<file path="src/rtl/dmem_pkg.sv">
// Shared types for the data-memory write arbiter: default widths, fill FSM
// state encoding and the requester-select code used by the priority mux.
package dmem_pkg;
  localparam int AW_DEF = 8;
  localparam int DW_DEF = 8;

  typedef enum logic [1:0] {
    FILL_IDLE = 2'd0,
    FILL_RUN  = 2'd1,
    FILL_DONE = 2'd2
  } fill_state_t;

  typedef enum logic [1:0] {
    SEL_NONE = 2'd0,
    SEL_PIPE = 2'd1,
    SEL_SW   = 2'd2,
    SEL_FILL = 2'd3
  } sel_t;
endpackage

</file>
<file path="src/rtl/dmem_write_arbiter_if.sv">
// Requester/memory-side signal bundle of the write arbiter; master is the
// requester side (pipeline, switch loader, fill control), slave is the arbiter.
interface dmem_write_arbiter_if
  import dmem_pkg::*;
#(
  parameter int AW = AW_DEF,
  parameter int DW = DW_DEF
) ();
  logic          pipe_we;
  logic [AW-1:0] pipe_addr;
  logic [DW-1:0] pipe_data;
  logic          sw_req;
  logic [AW-1:0] sw_addr;
  logic [DW-1:0] sw_data;
  logic          sw_pending;
  logic          sw_ack;
  logic          sw_overflow;
  logic          clr_start;
  logic [AW-1:0] clr_base;
  logic [AW-1:0] clr_len;
  logic [DW-1:0] clr_value;
  logic          clr_busy;
  logic          clr_done;
  logic          mem_we;
  logic [AW-1:0] mem_addr;
  logic [DW-1:0] mem_data;

  modport master (
    output pipe_we, pipe_addr, pipe_data,
    output sw_req, sw_addr, sw_data,
    output clr_start, clr_base, clr_len, clr_value,
    input  sw_pending, sw_ack, sw_overflow, clr_busy, clr_done,
    input  mem_we, mem_addr, mem_data
  );

  modport slave (
    input  pipe_we, pipe_addr, pipe_data,
    input  sw_req, sw_addr, sw_data,
    input  clr_start, clr_base, clr_len, clr_value,
    output sw_pending, sw_ack, sw_overflow, clr_busy, clr_done,
    output mem_we, mem_addr, mem_data
  );
endinterface

</file>
<file path="src/rtl/dmem_fill_engine.sv">
// Block clear/fill engine: walks addr/remaining counters, one word per granted cycle.
// Never stalls others; when not granted it simply holds and retries next cycle.
module dmem_fill_engine
  import dmem_pkg::*;
#(
  parameter int AW = AW_DEF,
  parameter int DW = DW_DEF
) (
  input  logic          clk,
  input  logic          rst,
  input  logic          clr_start,
  input  logic [AW-1:0] clr_base,
  input  logic [AW-1:0] clr_len,
  input  logic [DW-1:0] clr_value,
  input  logic          fill_grant,
  output logic          fill_req,
  output logic [AW-1:0] fill_addr,
  output logic [DW-1:0] fill_data,
  output logic          clr_busy,
  output logic          clr_done
);
  localparam logic [AW:0] REM_FULL = {1'b1, {AW{1'b0}}};
  localparam logic [AW:0] REM_ONE  = {{AW{1'b0}}, 1'b1};

  fill_state_t   r_state;
  logic [AW-1:0] r_addr;
  logic [AW:0]   r_rem;
  logic [DW-1:0] r_value;
  logic          r_busy;
  logic          r_done;

  always_ff @(posedge clk) begin
    if (rst) begin
      r_state <= FILL_IDLE;
      r_addr  <= '0;
      r_rem   <= '0;
      r_value <= '0;
      r_busy  <= 1'b0;
      r_done  <= 1'b0;
    end else begin
      case (r_state)
        FILL_IDLE: begin
          r_done <= 1'b0;
          if (clr_start) begin
            r_addr  <= clr_base;
            // zero length means the whole memory
            r_rem   <= (clr_len == '0) ? REM_FULL : {1'b0, clr_len};
            r_value <= clr_value;
            r_busy  <= 1'b1;
            r_state <= FILL_RUN;
          end
        end
        FILL_RUN: begin
          if (fill_grant) begin
            r_addr <= r_addr + 1'b1;
            r_rem  <= r_rem - 1'b1;
            if (r_rem == REM_ONE) begin
              r_done  <= 1'b1;
              r_state <= FILL_DONE;
            end
          end
        end
        FILL_DONE: begin
          r_done  <= 1'b0;
          r_busy  <= 1'b0;
          r_state <= FILL_IDLE;
        end
        default: begin
          r_done  <= 1'b0;
          r_busy  <= 1'b0;
          r_state <= FILL_IDLE;
        end
      endcase
    end
  end

  assign fill_req  = (r_state == FILL_RUN);
  assign fill_addr = r_addr;
  assign fill_data = r_value;
  assign clr_busy  = r_busy;
  assign clr_done  = r_done;
endmodule

</file>
<file path="src/rtl/dmem_write_arbiter.sv">
// Single write port of the data memory: priority pipe > switch > fill, registered out.
// Latency 1 cycle; pipe never stalls, switch waits in one holding entry, fill uses idle cycles.
module dmem_write_arbiter
  import dmem_pkg::*;
#(
  parameter int AW = AW_DEF,
  parameter int DW = DW_DEF
) (
  input logic                clk,
  input logic                rst,
  dmem_write_arbiter_if.slave bus
);
  logic          r_sw_req_q;
  logic          r_sw_pend;
  logic          r_sw_ovf;
  logic          r_sw_ack;
  logic [AW-1:0] r_sw_addr;
  logic [DW-1:0] r_sw_data;
  logic          r_mem_we;
  logic [AW-1:0] r_mem_addr;
  logic [DW-1:0] r_mem_data;

  logic          w_sw_rise;
  logic          w_sw_issue;
  logic          w_fill_req;
  logic          w_fill_grant;
  logic [AW-1:0] w_fill_addr;
  logic [DW-1:0] w_fill_data;
  sel_t          w_sel;

  assign w_sw_rise = bus.sw_req & ~r_sw_req_q;

  always_comb begin
    w_sel = SEL_NONE;
    if (bus.pipe_we)  w_sel = SEL_PIPE;
    else if (r_sw_pend) w_sel = SEL_SW;
    else if (w_fill_req) w_sel = SEL_FILL;
  end

  assign w_sw_issue   = (w_sel == SEL_SW);
  assign w_fill_grant = (w_sel == SEL_FILL);

  dmem_fill_engine #(.AW(AW), .DW(DW)) u_fill (
    .clk        (clk),
    .rst        (rst),
    .clr_start  (bus.clr_start),
    .clr_base   (bus.clr_base),
    .clr_len    (bus.clr_len),
    .clr_value  (bus.clr_value),
    .fill_grant (w_fill_grant),
    .fill_req   (w_fill_req),
    .fill_addr  (w_fill_addr),
    .fill_data  (w_fill_data),
    .clr_busy   (bus.clr_busy),
    .clr_done   (bus.clr_done)
  );

  always_ff @(posedge clk) begin
    if (rst) begin
      r_sw_req_q <= 1'b0;
      r_sw_pend  <= 1'b0;
      r_sw_ovf   <= 1'b0;
      r_sw_addr  <= '0;
      r_sw_data  <= '0;
      r_sw_ack   <= 1'b0;
      r_mem_we   <= 1'b0;
      r_mem_addr <= '0;
      r_mem_data <= '0;
    end else begin
      r_sw_req_q <= bus.sw_req;
      // an entry leaving this cycle frees the slot for a simultaneous new rise
      if (w_sw_rise && (!r_sw_pend || w_sw_issue)) begin
        r_sw_pend <= 1'b1;
        r_sw_addr <= bus.sw_addr;
        r_sw_data <= bus.sw_data;
      end else if (w_sw_rise) begin
        r_sw_ovf  <= 1'b1;
      end else if (w_sw_issue) begin
        r_sw_pend <= 1'b0;
      end

      r_sw_ack <= w_sw_issue;
      case (w_sel)
        SEL_PIPE: begin
          r_mem_we   <= 1'b1;
          r_mem_addr <= bus.pipe_addr;
          r_mem_data <= bus.pipe_data;
        end
        SEL_SW: begin
          r_mem_we   <= 1'b1;
          r_mem_addr <= r_sw_addr;
          r_mem_data <= r_sw_data;
        end
        SEL_FILL: begin
          r_mem_we   <= 1'b1;
          r_mem_addr <= w_fill_addr;
          r_mem_data <= w_fill_data;
        end
        default: r_mem_we <= 1'b0;
      endcase
    end
  end

  assign bus.sw_pending  = r_sw_pend;
  assign bus.sw_overflow = r_sw_ovf;
  assign bus.sw_ack      = r_sw_ack;
  assign bus.mem_we      = r_mem_we;
  assign bus.mem_addr    = r_mem_addr;
  assign bus.mem_data    = r_mem_data;
endmodule

</file>
<file path="src/flat_wrapper.sv">
// flat-port wrapper written by rule: the top's interface ports become plain ports
module dmem_write_arbiter_flat import dmem_pkg::*;
#(
  parameter int AW = AW_DEF,
  parameter int DW = DW_DEF
)
  (clk, rst, bus_pipe_we, bus_pipe_addr, bus_pipe_data, bus_sw_req, bus_sw_addr, bus_sw_data, bus_clr_start, bus_clr_base, bus_clr_len, bus_clr_value, bus_sw_pending, bus_sw_ack, bus_sw_overflow, bus_clr_busy, bus_clr_done, bus_mem_we, bus_mem_addr, bus_mem_data);
  dmem_write_arbiter_if #(.AW(AW), .DW(DW)) bus_i ();
  input logic clk;
  input logic rst;
  input wire logic [$bits(bus_i.pipe_we)-1:0] bus_pipe_we;
  input wire logic [$bits(bus_i.pipe_addr)-1:0] bus_pipe_addr;
  input wire logic [$bits(bus_i.pipe_data)-1:0] bus_pipe_data;
  input wire logic [$bits(bus_i.sw_req)-1:0] bus_sw_req;
  input wire logic [$bits(bus_i.sw_addr)-1:0] bus_sw_addr;
  input wire logic [$bits(bus_i.sw_data)-1:0] bus_sw_data;
  input wire logic [$bits(bus_i.clr_start)-1:0] bus_clr_start;
  input wire logic [$bits(bus_i.clr_base)-1:0] bus_clr_base;
  input wire logic [$bits(bus_i.clr_len)-1:0] bus_clr_len;
  input wire logic [$bits(bus_i.clr_value)-1:0] bus_clr_value;
  output wire logic [$bits(bus_i.sw_pending)-1:0] bus_sw_pending;
  output wire logic [$bits(bus_i.sw_ack)-1:0] bus_sw_ack;
  output wire logic [$bits(bus_i.sw_overflow)-1:0] bus_sw_overflow;
  output wire logic [$bits(bus_i.clr_busy)-1:0] bus_clr_busy;
  output wire logic [$bits(bus_i.clr_done)-1:0] bus_clr_done;
  output wire logic [$bits(bus_i.mem_we)-1:0] bus_mem_we;
  output wire logic [$bits(bus_i.mem_addr)-1:0] bus_mem_addr;
  output wire logic [$bits(bus_i.mem_data)-1:0] bus_mem_data;
  assign bus_i.pipe_we = bus_pipe_we;
  assign bus_i.pipe_addr = bus_pipe_addr;
  assign bus_i.pipe_data = bus_pipe_data;
  assign bus_i.sw_req = bus_sw_req;
  assign bus_i.sw_addr = bus_sw_addr;
  assign bus_i.sw_data = bus_sw_data;
  assign bus_i.clr_start = bus_clr_start;
  assign bus_i.clr_base = bus_clr_base;
  assign bus_i.clr_len = bus_clr_len;
  assign bus_i.clr_value = bus_clr_value;
  assign bus_sw_pending = bus_i.sw_pending;
  assign bus_sw_ack = bus_i.sw_ack;
  assign bus_sw_overflow = bus_i.sw_overflow;
  assign bus_clr_busy = bus_i.clr_busy;
  assign bus_clr_done = bus_i.clr_done;
  assign bus_mem_we = bus_i.mem_we;
  assign bus_mem_addr = bus_i.mem_addr;
  assign bus_mem_data = bus_i.mem_data;
  dmem_write_arbiter #(.AW(AW), .DW(DW)) u_core (.clk(clk), .rst(rst), .bus(bus_i));
endmodule
</file>
<file path="config.mk">
export PLATFORM = sky130hd
export DESIGN_NAME = dmem_write_arbiter_flat
export DESIGN_NICKNAME = d
export VERILOG_FILES = /design/src/rtl/dmem_pkg.sv /design/src/rtl/dmem_write_arbiter_if.sv /design/src/rtl/dmem_fill_engine.sv /design/src/rtl/dmem_write_arbiter.sv /design/src/flat_wrapper.sv
export SDC_FILE = /design/constraint.sdc
export NUM_CORES = 1
export LEC_CHECK = 0
export BUFFER_PORTS_ARGS = -buffer_cell sky130_fd_sc_hd__buf_2
export CAP_MARGIN = 20
export CORE_UTILIZATION = 37
export CTS_CLUSTER_DIAMETER = 100
export DETAILED_ROUTE_END_ITERATION = 10
export GPL_TIMING_DRIVEN = 0
export SYNTH_ARGS = -nofsm -noshare
export SYNTH_HDL_FRONTEND = slang
export SYNTH_SLANG_ARGS = --single-unit
</file>
<file path="constraint.sdc">
create_clock -name clk -period 2.4 [get_ports clk]
set_input_delay 0.48 -clock clk [delete_from_list [all_inputs] [get_ports clk]]
set_output_delay 0.48 -clock clk [all_outputs]
set_load 0.01 [all_outputs]
</file>
# Yosys cells after proc, flatten, opt, wreduce, memory -nomap -nowiden
# Index checks and enable logic that the tools add are counted.
# op_classes
addsub	2
eq_ne	9
muxes	22
n_bitwise	4
n_reduce_logical	17
# ops
cell	count
$pmux W8 S3	2
$mux W9	3
$pmux W9 S2	1
$mux W8	2
$pmux W8 S2	1
$mux W2	6
$reduce_and A2 Y1	5
$eq A9 B1 Y1 const B	1
$sub A9 B1 Y9 const B	1
$add A8 B1 Y8 const B	1
$logic_not A8 Y1	1
$ne A2 B2 Y1 const B	3
$reduce_and A3 Y1	2
$mux W1	5
$eq A2 B1 Y1 const B	2
$eq A2 B2 Y1 const B	2
$pmux W2 S2	1
$reduce_bool A2 Y1	2
$not A1 Y1	3
$reduce_bool A3 Y1	1
$reduce_or A3 Y1	1
$logic_not A2 Y1	1
$ne A2 B1 Y1 const B	1
$pmux W1 S2	1
other kinds (5)	5
# totals
ff_bits	66
input_bits	61
elab_cells	69

# Longest topological paths before layout
# depth
ltp_word	9
depth_mapped	7
ltp_nobuf	6

# Cells and area by module
# Synthesis repeated with hierarchy kept, for this count alone.
# hier_totals
cells_unflattened	364
hier_area_um2	3191.8
# by_module_without_submodules
module	n_inst	cells_each	area_per_inst_um2	seq_area_each_um2
dmem_write_arbiter	1	182	1655.3	740.7
dmem_fill_engine	1	182	1536.5	580.6

# Least setup slack after synthesis
# OpenSTA, ideal clock, no wires.
# synth_timing
path_kind	register to register
from	reg u_core.u_fill.r_rem[0]
to	reg u_core.u_fill.r_rem[6]
arrival_ps	1490
slack_ps	821
path_stages_with_launch	7
n_path_buf	0
cell_sequence	dfxtp_1 inv_1 ha_1 or4b_4 o21ai_2 a21oi_1 a311oi_2
# synth_between
elab_chain_cells	3
# synth_rtl
element	line_no	source
start: declaration	dmem_fill_engine.sv:27	logic [AW:0] r_rem;
start signal: assignment	dmem_fill_engine.sv:47	r_rem <= (clr_len == '0) ? REM_FULL : {1'b0, clr_len};
start signal: assignment	dmem_fill_engine.sv:56	r_rem <= r_rem - 1'b1;
$sub A9 B1 Y9	dmem_fill_engine.sv:56	
$mux W9	dmem_fill_engine.sv:54	if (fill_grant) begin
$pmux W9 S2	dmem_fill_engine.sv:41	case (r_state)
# Every way passes these cells. The select of a mux whose other input is x is not followed.
# A chain may end at the register's enable or synchronous reset.

# Worst setup path in the final report
# Same ends and word-level chain as after synthesis.

==> metrics <==
register area share after synthesis 42.49%; via count of the first global-routing pass 2,949; share of synthesized registers carrying an async set or reset 0%; number of buffers on the longest clock path 2; kind of cell adding the most delay to the critical path simple AND/OR/NAND/NOR gates; CP Cell Sequence inv_1, ha_1, or4b_4, o21ai_2, a21oi_1, a311oi_2; First-pass DRT Iterations 5; cell count after synthesis 393; width of the chip 93.67 um; number of vias in the routed layout 3,108; synth warn 0; initial cell density of the core 38.03%; DIE HEIGHT 93.67 um; worst clock skew 0.01031 ns; CTS tree done; total of hold buffers inserted after clock tree synthesis 0; IO Pins 83; setup repair after global routing missed its margin false; pin count of the biggest net entering global routing 14; DIE AREA 0.008774 mm2; HPWL Detailed 6746 um; Final Max Tran Viols 0; vias per cell 5.215; number of distinct library cells after synthesis 47; highest-count cells in the layout ignoring fill and taps buf_2, dfxtp_1, a21oi_1; element type at the critical path end flop; Static Leakage 0.001632 uW; Placeable Area 0.008175 mm2; post-route ant nets 0; fin worst setup slack 0.6446 ns; buffers added on ports 82; Fillers 876; Hold Crit Class input port to flop; share of cells above drive strength 1 24.64%; # rows 33; worst endpoint data arrival time 2.01 ns; final WL 9263 um; post_cts resized 0; Req. time, crit path 2.65 ns; clk sink count 66; global-route wire length before repair 14,760 um; # Max-Cap Violations 0; peak fanout along the critical path 6; Crit Path Category flop to flop; CP Buf/Inv Count 1; crit path time final 1.755 ns; worst slew slack as a fraction of its limit 60.31%; Routed wire per std cell 15.54 um; Final nets 550; layout overhead on the synthesized area 24.63%; final number of setup-violating endpoints 0; Post-Synthesis Net Count 457; stage delay of the slowest cell on the critical path 0.51 ns; total DRC errors in the routed layout 0; CTS H-tree depth 3; synthesized area 0.003109 mm2; share of the clock period used by the worst path 73.14%; maximum clock frequency 569.7 MHz; clock buffer count from CTS 9; Design Power 2810 uW; endpoints failing hold 0; Setup Buffers After CTS 0; GRT Resource Usage Total 22.01%; initial antenna violation count 0; final antenna diode count 0; worst-case setup slack after placement 0.5486 ns; category of the worst setup path launch point flop; clock insertion delay at the later pin of the skew report 0.35 ns; clock-pin slew reported for the worst setup and hold paths after clock tree synthesis 0.08 ns; DRT iter0 DRCs 212; gpl congestion 0.8242; most common cell after layout, fill and taps aside buf_2; total congestion overflow 0; most instantiated flip-flop cell in the synthesis netlist dfxtp_1; root buf cell clkbuf_8; number of flops mapped to enable cells by yosys 0; pwr dens 725.1 mW/mm2; mean instance size in the synthesized netlist 7.912 um2; outcome finished clean; VDD IR-drop max 0.2757 mV; number of register bits inferred by synthesis 66; setup_tns 0 ns; measured slew at the worst slew-check pin 0.5953 ns; cell with the biggest individual delay on the critical path or4b_4
==> cells in the mapped netlist, drive strengths merged, types with 2 or more instances <==
library cell / instances / area [um2]
nor4: 3 / 18.77
a211oi: 5 / 37.54
ha: 3 / 37.54
a31oi: 4 / 25.02
and2: 6 / 37.54
nor3: 24 / 125.1
a21oi: 51 / 255.2
a22oi: 2 / 15.01
dfxtp: 66 / 1321
clkbuf: 11 / 41.29
buf: 18 / 107.6
nand3: 2 / 10.01
nand2b: 6 / 37.54
o32ai: 2 / 17.52
inv: 18 / 67.56
mux2i: 9 / 90.09
nor2: 45 / 171.4
a21o: 3 / 22.52
o21bai: 3 / 22.52
a221oi: 9 / 78.83
nor2b: 10 / 62.56
nor3b: 4 / 30.03
o21ai: 18 / 93.84
a311oi: 7 / 67.56
nand2: 45 / 168.9
and3: 3 / 18.77
nand4: 4 / 25.02
==> state kept, by name (all words and copies together), names as in the netlist <==
| register | cells |
|---|---|
| u_core.bus.sw_ack | 1 |
| u_core.u_fill.fill_data | 8 |
| u_core.bus.mem_data | 8 |
| u_core.r_sw_data | 8 |
| u_core.bus.mem_we | 1 |
| u_core.bus.sw_overflow | 1 |
| u_core.u_fill.fill_addr | 8 |
| u_core.bus.sw_pending | 1 |
| u_core.u_fill.clr_busy | 1 |
| u_core.u_fill.r_rem | 9 |
| u_core.bus.mem_addr | 8 |
| u_core.u_fill.r_state | 2 |
| u_core.r_sw_addr | 8 |
| u_core.u_fill.clr_done | 1 |
| u_core.r_sw_req_q | 1 |
==> final timing paths <==
kind	endpoint	startpoint	slack, ns	cells after the start
min reg2reg	u_core.r_sw_data[7]$_SDFFE_PP0P_	u_core.r_sw_data[7]$_SDFFE_PP0P_	0.46	2
max	u_core.u_fill.r_rem[6]$_SDFFE_PP0P_	u_core.u_fill.r_rem[0]$_SDFFE_PP0P_	0.64	6
max reg2reg	u_core.u_fill.r_rem[6]$_SDFFE_PP0P_	u_core.u_fill.r_rem[0]$_SDFFE_PP0P_	0.64	6
min	u_core.r_sw_data[1]$_SDFFE_PP0P_	bus_sw_data[1]	0.36	3
==> cell type report <==
| class | instances | area, um2 | share of cell area (%) |
|---|---|---|---|
| Buffer | 29 | 148.9 | 3.842 |
| Clock buffer | 9 | 123.9 | 3.197 |
| Clock inverter | 7 | 100.1 | 2.583 |
| Inverter | 18 | 67.56 | 1.744 |
| Multi-Input combinational cell | 280 | 1572 | 40.56 |
| Sequential cell | 66 | 1321 | 34.10 |
| Tap cell | 105 | 131.4 | 3.390 |
| Timing Repair Buffer | 82 | 410.4 | 10.59 |
==> stage by stage <==
stage               hold slack [ns]  std cells  instance area (um2)  util, %
floorplan                    0.4317        393                 3109        -
global placement             0.4436        580                 3651    44.66
detailed placement           0.4489        580                 3651    44.66
CTS                          0.3526        596                 3875    47.40
global route                 0.3542        596                 3875    47.40
finish                       0.3597        596                 3875    47.40
==> power breakdown <==
group	total, uW	switching, uW	internal [uW]
logic	511	297	214
clock network	1060	465	594
registers	1240	64.6	1180
total	2810	826	1980
==> worst min-delay path: stages <==
cell     delay, ns
buf_2         0.09
nand2_1       0.04
a21oi_1       0.05
==> cells by family after synthesis <==
group,count (synthesis),share of synthesized area (%)
flip-flops,66,42.50
AO/OA/AOI/OAI,110,22.13
buffers and inverters,47,6.962
AND/OR/NAND/NOR,158,24.31
adder cells (fa/ha/maj),3,1.207
multiplexers,9,2.898
==> metal layers <==
layer	vias up	wire, um	part of all wire, %	GRT usage [%]
li1	1561	-	-	-
met3	16	479	5.2	3.641
met5	-	0	0	0
met4	0	193	2.1	8.590
met1	1427	4529	49	30.55
met2	104	4061	44	34.01
Note: power is estimated with default switching activity, not from simulation.
